===== config.mk =====
export PLATFORM = sky130hd
export DESIGN_NAME = usb_ep0_ctrl_seq
export DESIGN_NICKNAME = d
export VERILOG_FILES = /design/src/rtl/usb_defs_pkg.sv /design/src/rtl/usb_setup_capture.sv /design/src/rtl/usb_ep0_ctrl_seq.sv
export SDC_FILE = /design/constraint.sdc
export NUM_CORES = 1
export LEC_CHECK = 0
export BUFFER_PORTS_ARGS = -buffer_cell sky130_fd_sc_hd__buf_2
export CAP_MARGIN = 15
export CORE_ASPECT_RATIO = 1.75
export CORE_UTILIZATION = 50
export CTS_CLUSTER_SIZE = 16
export DETAILED_ROUTE_END_ITERATION = 6
export GPL_TIMING_DRIVEN = 0
export PLACE_DENSITY = 0.72
export REMOVE_ABC_BUFFERS = 1
export SETUP_SLACK_MARGIN = 0.02
export SYNTH_ARGS = -nofsm -noshare
export SYNTH_HDL_FRONTEND = slang
export SYNTH_SLANG_ARGS = --single-unit

===== constraint.sdc =====
create_clock -name clk -period 3 [get_ports clk]
set_input_delay 0.3 -clock clk [delete_from_list [all_inputs] [get_ports clk]]
set_output_delay 0.3 -clock clk [all_outputs]
set_load 0.01 [all_outputs]

===== src/rtl/usb_defs_pkg.sv =====
// Shared USB definitions for the EP0 control sequencer: PIDs, standard request codes, FSM states.
package usb_defs_pkg;

  localparam logic [3:0] PID_SETUP = 4'hD;
  localparam logic [3:0] PID_IN    = 4'h9;
  localparam logic [3:0] PID_OUT   = 4'h1;
  localparam logic [3:0] PID_DATA1 = 4'hB;
  localparam logic [3:0] PID_ACK   = 4'h2;
  localparam logic [3:0] PID_STALL = 4'hE;

  localparam logic [7:0] REQ_SET_ADDRESS       = 8'h05;
  localparam logic [7:0] REQ_GET_CONFIGURATION = 8'h08;
  localparam logic [7:0] REQ_SET_CONFIGURATION = 8'h09;

  localparam logic [7:0] RT_STD_DEV_OUT = 8'h00;
  localparam logic [7:0] RT_STD_DEV_IN  = 8'h80;

  typedef enum logic [2:0] {
    ST_IDLE       = 3'd0,
    ST_SETUP_RX   = 3'd1,
    ST_DATA_IN    = 3'd2,
    ST_STATUS_OUT = 3'd3,
    ST_STATUS_IN  = 3'd4,
    ST_STALLED    = 3'd5
  } ep0_state_t;

endpackage


===== src/rtl/usb_setup_capture.sv =====
// Captures the 8-byte SETUP payload by index, checks length/CRC at packet end and
// exposes the request fields with the final byte merged in on the same cycle.
module usb_setup_capture
  import usb_defs_pkg::*;
(
  input  logic        clk,
  input  logic        rst,
  input  logic        start_i,
  input  logic        active_i,
  input  logic        rx_data_valid_i,
  input  logic [7:0]  rx_data_i,
  input  logic        rx_pkt_end_i,
  input  logic        rx_crc_err_i,
  output logic        setup_ok_o,
  output logic        setup_bad_o,
  output logic [7:0]  bm_req_type_o,
  output logic [7:0]  b_request_o,
  output logic [15:0] w_value_o,
  output logic [15:0] w_length_o
);

  logic [7:0] bytes_q [8];
  logic [7:0] bytes_c [8];
  logic [3:0] cnt_q, cnt_d;
  logic       take_byte;
  logic       pkt_done;
  logic       unused_windex;

  // Bytes past the eighth are neither stored nor counted.
  assign take_byte = active_i && rx_data_valid_i && (cnt_q < 4'd8);

  always_comb begin
    cnt_d = cnt_q;
    if (start_i) begin
      cnt_d = 4'd0;
    end else if (take_byte) begin
      cnt_d = cnt_q + 4'd1;
    end
  end

  always_ff @(posedge clk) begin
    if (rst) begin
      cnt_q <= 4'd0;
    end else begin
      cnt_q <= cnt_d;
    end
  end

  always_ff @(posedge clk) begin
    for (int i = 0; i < 8; i++) begin
      if (take_byte && (cnt_q == 4'(i))) begin
        bytes_q[i] <= rx_data_i;
      end
    end
  end

  always_comb begin
    for (int i = 0; i < 8; i++) begin
      bytes_c[i] = bytes_q[i];
      if (take_byte && (cnt_q == 4'(i))) begin
        bytes_c[i] = rx_data_i;
      end
    end
  end

  assign pkt_done    = active_i && rx_pkt_end_i && !start_i;
  assign setup_ok_o  = pkt_done && (cnt_d == 4'd8) && !rx_crc_err_i;
  assign setup_bad_o = pkt_done && !setup_ok_o;

  assign bm_req_type_o = bytes_c[0];
  assign b_request_o   = bytes_c[1];
  assign w_value_o     = {bytes_c[3], bytes_c[2]};
  assign w_length_o    = {bytes_c[7], bytes_c[6]};
  assign unused_windex = ^{bytes_c[4], bytes_c[5]};

endmodule


===== src/rtl/usb_ep0_ctrl_seq.sv =====
// EP0 control-transfer sequencer for SET_ADDRESS, SET/GET_CONFIGURATION.
// Optional idle-token abort enabled by defining USB_EP0_TIMEOUT_EN.
module usb_ep0_ctrl_seq
  import usb_defs_pkg::*;
#(
  parameter int TIMEOUT_CYC = 1024
) (
  input  logic        clk,
  input  logic        rst,
  input  logic        tok_valid,
  input  logic [3:0]  tok_pid,
  input  logic        rx_data_valid,
  input  logic [7:0]  rx_data,
  input  logic        rx_pkt_end,
  input  logic        rx_crc_err,
  input  logic        tx_ready,
  output logic        tx_valid,
  output logic [3:0]  tx_pid,
  output logic [15:0] tx_len,
  output logic [7:0]  tx_data,
  output logic [6:0]  dev_addr,
  output logic [7:0]  config_val,
  output logic [2:0]  ctrl_state
);

  ep0_state_t  state_q, state_d;
  logic        tx_valid_q, tx_valid_d;
  logic [3:0]  tx_pid_q, tx_pid_d;
  logic [15:0] tx_len_q, tx_len_d;
  logic [7:0]  tx_data_q, tx_data_d;
  logic [6:0]  dev_addr_q, dev_addr_d;
  logic [7:0]  config_q, config_d;
  logic [6:0]  pend_addr_q, pend_addr_d;
  logic [7:0]  pend_cfg_q, pend_cfg_d;
  logic        pend_is_addr_q, pend_is_addr_d;
  logic        out_seen_q, out_seen_d;
  logic        out_data_q, out_data_d;

  logic        is_setup, tok_ok, timeout;
  logic        resp_en;
  logic [3:0]  resp_pid;
  logic [15:0] resp_len;
  logic [7:0]  resp_data;

  logic        setup_ok, setup_bad;
  logic [7:0]  bm_req_type, b_request;
  logic [15:0] w_value, w_length;

  assign is_setup = tok_valid && (tok_pid == PID_SETUP);
  // Non-SETUP tokens are dropped while a response is still waiting for the transmitter.
  assign tok_ok   = tok_valid && !(tx_valid_q && !tx_ready);

  usb_setup_capture u_capture (
    .clk             (clk),
    .rst             (rst),
    .start_i         (is_setup),
    .active_i        (state_q == ST_SETUP_RX),
    .rx_data_valid_i (rx_data_valid),
    .rx_data_i       (rx_data),
    .rx_pkt_end_i    (rx_pkt_end),
    .rx_crc_err_i    (rx_crc_err),
    .setup_ok_o      (setup_ok),
    .setup_bad_o     (setup_bad),
    .bm_req_type_o   (bm_req_type),
    .b_request_o     (b_request),
    .w_value_o       (w_value),
    .w_length_o      (w_length)
  );

`ifdef USB_EP0_TIMEOUT_EN
  localparam logic [15:0] TO_LIM = 16'(TIMEOUT_CYC);
  logic [15:0] to_cnt_q;

  always_ff @(posedge clk) begin
    if (rst || (state_q == ST_IDLE) || tok_valid) begin
      to_cnt_q <= 16'd0;
    end else if (to_cnt_q != 16'hFFFF) begin
      to_cnt_q <= to_cnt_q + 16'd1;
    end
  end

  assign timeout = (state_q != ST_IDLE) && (to_cnt_q >= TO_LIM);
`else
  logic unused_timeout_cyc;
  assign unused_timeout_cyc = ^TIMEOUT_CYC;
  assign timeout = 1'b0;
`endif

  always_comb begin
    state_d        = state_q;
    tx_valid_d     = tx_valid_q;
    tx_pid_d       = tx_pid_q;
    tx_len_d       = tx_len_q;
    tx_data_d      = tx_data_q;
    dev_addr_d     = dev_addr_q;
    config_d       = config_q;
    pend_addr_d    = pend_addr_q;
    pend_cfg_d     = pend_cfg_q;
    pend_is_addr_d = pend_is_addr_q;
    out_seen_d     = out_seen_q;
    out_data_d     = out_data_q;
    resp_en        = 1'b0;
    resp_pid       = PID_ACK;
    resp_len       = 16'd0;
    resp_data      = 8'd0;

    if (tx_valid_q && tx_ready) begin
      tx_valid_d = 1'b0;
    end

    case (state_q)
      ST_SETUP_RX: begin
        if (setup_ok) begin
          resp_en = 1'b1;
          if ((bm_req_type == RT_STD_DEV_OUT) && (b_request == REQ_SET_ADDRESS) &&
              (w_value <= 16'd127)) begin
            pend_addr_d    = w_value[6:0];
            pend_is_addr_d = 1'b1;
            state_d        = ST_STATUS_IN;
          end else if ((bm_req_type == RT_STD_DEV_OUT) &&
                       (b_request == REQ_SET_CONFIGURATION) && (w_value <= 16'd1)) begin
            pend_cfg_d     = w_value[7:0];
            pend_is_addr_d = 1'b0;
            state_d        = ST_STATUS_IN;
          end else if ((bm_req_type == RT_STD_DEV_IN) &&
                       (b_request == REQ_GET_CONFIGURATION) && (w_length >= 16'd1)) begin
            state_d = ST_DATA_IN;
          end else begin
            state_d = ST_STALLED;
          end
        end else if (setup_bad) begin
          state_d = ST_IDLE;
        end
      end
      ST_DATA_IN: begin
        if (tok_ok && (tok_pid == PID_IN)) begin
          resp_en   = 1'b1;
          resp_pid  = PID_DATA1;
          resp_len  = 16'd1;
          resp_data = config_q;
        end else if (tok_ok && (tok_pid == PID_ACK)) begin
          out_seen_d = 1'b0;
          state_d    = ST_STATUS_OUT;
        end
      end
      ST_STATUS_OUT: begin
        if (tok_ok && (tok_pid == PID_OUT)) begin
          out_seen_d = 1'b1;
          out_data_d = 1'b0;
        end
        if (out_seen_q && rx_data_valid) begin
          out_data_d = 1'b1;
        end
        // Only a clean zero-length packet completes the status stage.
        if (out_seen_q && rx_pkt_end) begin
          if (!rx_crc_err && !rx_data_valid && !out_data_q) begin
            resp_en = 1'b1;
            state_d = ST_IDLE;
          end else begin
            out_seen_d = 1'b0;
          end
        end
      end
      ST_STATUS_IN: begin
        if (tok_ok && (tok_pid == PID_IN)) begin
          resp_en  = 1'b1;
          resp_pid = PID_DATA1;
        end else if (tok_ok && (tok_pid == PID_ACK)) begin
          if (pend_is_addr_q) begin
            dev_addr_d = pend_addr_q;
          end else begin
            config_d = pend_cfg_q;
          end
          state_d = ST_IDLE;
        end
      end
      ST_STALLED: begin
        if (tok_ok && ((tok_pid == PID_IN) || (tok_pid == PID_OUT))) begin
          resp_en  = 1'b1;
          resp_pid = PID_STALL;
        end
      end
      default: ;
    endcase

    if (is_setup) begin
      state_d        = ST_SETUP_RX;
      pend_addr_d    = 7'd0;
      pend_cfg_d     = 8'd0;
      pend_is_addr_d = 1'b0;
      out_seen_d     = 1'b0;
      resp_en        = 1'b0;
    end else if (timeout) begin
      state_d        = ST_IDLE;
      pend_addr_d    = 7'd0;
      pend_cfg_d     = 8'd0;
      pend_is_addr_d = 1'b0;
      out_seen_d     = 1'b0;
      resp_en        = 1'b0;
    end

    if (resp_en) begin
      tx_valid_d = 1'b1;
      tx_pid_d   = resp_pid;
      tx_len_d   = resp_len;
      tx_data_d  = resp_data;
    end
  end

  always_ff @(posedge clk) begin
    if (rst) begin
      state_q        <= ST_IDLE;
      tx_valid_q     <= 1'b0;
      tx_pid_q       <= 4'd0;
      tx_len_q       <= 16'd0;
      tx_data_q      <= 8'd0;
      dev_addr_q     <= 7'd0;
      config_q       <= 8'd0;
      pend_addr_q    <= 7'd0;
      pend_cfg_q     <= 8'd0;
      pend_is_addr_q <= 1'b0;
      out_seen_q     <= 1'b0;
      out_data_q     <= 1'b0;
    end else begin
      state_q        <= state_d;
      tx_valid_q     <= tx_valid_d;
      tx_pid_q       <= tx_pid_d;
      tx_len_q       <= tx_len_d;
      tx_data_q      <= tx_data_d;
      dev_addr_q     <= dev_addr_d;
      config_q       <= config_d;
      pend_addr_q    <= pend_addr_d;
      pend_cfg_q     <= pend_cfg_d;
      pend_is_addr_q <= pend_is_addr_d;
      out_seen_q     <= out_seen_d;
      out_data_q     <= out_data_d;
    end
  end

  assign tx_valid   = tx_valid_q;
  assign tx_pid     = tx_pid_q;
  assign tx_len     = tx_len_q;
  assign tx_data    = tx_data_q;
  assign dev_addr   = dev_addr_q;
  assign config_val = config_q;
  assign ctrl_state = state_q;

endmodule


==> out/qor.yml <==
timing:
  tns_ps: 0
  fin_crit_ps: 2690
  final-setup-viol-count: 0
  fmax_mhz: 372
  maxSlewViolCount: 0
  grt_setup_unrepaired: "no"
  hold_violations: 0
  fin_ws_ps: 308
  worstMarginPinSlew_ps: 949
  slew_headroom_pct: 36.3
  holdWs_ps: 279
  fin_crit_sh_pct: 89.7
  fin_skew_ps: 6.76
yosys:
  synth_edf_count: 0
  synthDistinctLibCells: 65
  ys_ff_latch: 102
  avgSynthCellArea_um2: 10.6
  yosys_warnings: 0
  synthArstFlopShare_pct: 0
  synth_area_um2: 4340
  seq_area_frac_synth_pct: 47.0
  syn_inst: 408
  synthFlopType: "dfxtp_1"
routing:
  vias_per_cell: 5.39
  drc: 0
  wire_per_inst_um: 14.7
  vias: 3078
  postRouteAntennaNets: 0
  first_pass_iters: 5
  wl_um: 8410
  drt_iter0_drc: 89
placed_design:
  portBuffers: 50
  hpwl_um: 6190
  preCtsSetupSlack_ps: 294
  place_congestion: 0.836
worst_setup_path:
  cp_top_family: "simple AND/OR/NAND/NOR gates"
  cp.arrival_ps: 2950
  path_cells: "inv_1 > ha_1 > or2_2 > a311o_1 > o41ai_2 > nand4_2 > or3_1 > a211oi_1"
  worstPathMaxFanout: 8
  cp_num_buf_inv: 1
  slowest_delay_ps: 540
  critPathSlowestCell: "or3_1"
  cp.required_ps: 3250
  worst_setup_path_end_kind: "flop"
  crit_type: "reg -> reg"
  crit_path_start_kind: "flop"
floorplanning:
  initial_core_util_pct: 51.9
  die_w_um: 72.4
  core_um2: 8370
  num_rows: 44
  die_height_um: 125
  pin_count: 66
  die_area_um2: 9070
global_routing:
  track_usage_pct: 20.0
  grt_pass1_wl_um: 14100
  grt_pass1_vias: 2987
  antenna_found_initial: 0
  grt_overflow: 0
  grt_max_degree: 23
layout:
  num_antenna_cells: 0
  final_util_pct: 58.3
  nNetsFinal: 475
  layout_common_cells: "102 x dfxtp_1, 50 x buf_2, 48 x mux2_2"
  final_common_cell: "dfxtp_1"
  area.growth.synth_to_final_pct: 12.4
  drive_above_1_share_pct: 28.7
worst_hold_path:
  hold_path_class: "in -> reg"
clock_network:
  clkLatencyLatePin_ps: 340
  cts_buffers: 9
  cts_tree: "built"
  htreeDepth: 3
  clock_path_buffers: 2
  post_cts_resize_count: 0
  cts-root-buf: "clkbuf_16"
  cts_sinks: 102
  postCtsSetupRepairBufs: 0
  cts.clk_slew.worst_paths_ps: 70
  hold_buffers: 0
power:
  leakagePower_uw: 0.00215
  vdd_drop_max_v: 0.000463
  p_per_area_nw_per_um2: 551
run_status:
  status: "finished clean"
job:
  cap_violations: 0
## metrics by stage
stage                     power (uW)  area, um^2  cells
after CTS                       2720        4880    571
final                           2690        4880    571
after global routing            2790        4880    571
after global placement          1570        4590    556
after floorplan                 1520        4190    391
after detailed placement        1580        4590    556
## worst reg2reg max path: cells and delay by family (launching register included)
kind            cells  cell delay (ps)
compound gates      3              730
fa+ha+maj           1              280
buf+inv             1              130
flops               1              400
simple gates        3             1060
## routing by layer
metal | track usage [%] | part of all wire, %
met1 | 21.7 | 40
met2 | 36.8 | 55
met3 | 4.03 | 3.4
met4 | 7.61 | 1.7
met5 | 0 | 0
## cell usage after synthesis, drive strengths merged (8+ instances only)
| cell | count | share of area, % |
|---|---|---|
| mux2i | 26 | 6.3 |
| nor2 | 21 | 2.0 |
| nand2 | 30 | 2.6 |
| a21oi | 10 | 1.2 |
| clkbuf | 11 | 0.95 |
| o21ai | 10 | 1.2 |
| mux2 | 48 | 12 |
| nor4 | 14 | 2.2 |
| inv | 9 | 0.78 |
| buf | 20 | 3.7 |
| nor3 | 8 | 1.2 |
| and2 | 8 | 1.2 |
| nand3 | 8 | 1.6 |
| dfxtp | 102 | 47 |
| a32o | 8 | 1.8 |
## logic make-up after synthesis
group                      after synthesis  synth area share, %
AOI/OAI and AO/OA                       56                 9.45
xor gates and xnor gates                 1                0.202
adders and majority gates                4                 1.15
buffers and inverters                   40                 5.42
DFF                                    102                 47.0
muxes                                   74                 18.7
other                                    1               0.0864
and+or+nand+nor                        130                 17.9
## sequential cells by signal, indices dropped and copies added (netlist names), 3 cells and up
| register | cells |
|---|---|
| config_val | 8 |
| ctrl_state | 3 |
| dev_addr | 7 |
| pend_addr_q | 7 |
| pend_cfg_q | 8 |
| tx_data | 8 |
| tx_pid | 4 |
| u_capture.bytes_q | 48 |
| u_capture.cnt_q | 4 |
## area by class of cell
cell class / instances / area, um^2
timing repair buffer: 50 / 250
inverter: 9 / 33.8
sequential: 102 / 2040
tap: 115 / 144
multi-input combinational: 280 / 2120
clock buffer: 9 / 225
clock inverter: 6 / 70.1
fill: 755 / 3490
## worst paths after layout
check             cells after the start                          start  slack [ps]                     endpoint
hold / removal                        3                  rx_data_valid         280      out_data_q$_SDFFE_PP0P_
setup / recovery                      8  u_capture.cnt_q[0]$_SDFF_PP0_         310  pend_addr_q[0]$_SDFFE_PP0P_
setup reg to reg                      8  u_capture.cnt_q[0]$_SDFF_PP0_         310  pend_addr_q[0]$_SDFFE_PP0P_
hold reg to reg                       2         tx_pid[2]$_SDFFE_PP0P_         450       tx_pid[2]$_SDFFE_PP0P_
## power by group
group | leakage, uW | internal [uW] | switching (uW)
combinational | 0.00119 | 59.4 | 82.5
clock | 0.000140 | 649 | 496
sequential | 0.000824 | 1390 | 18.7
Note: power is estimated with default switching activity, not from simulation.
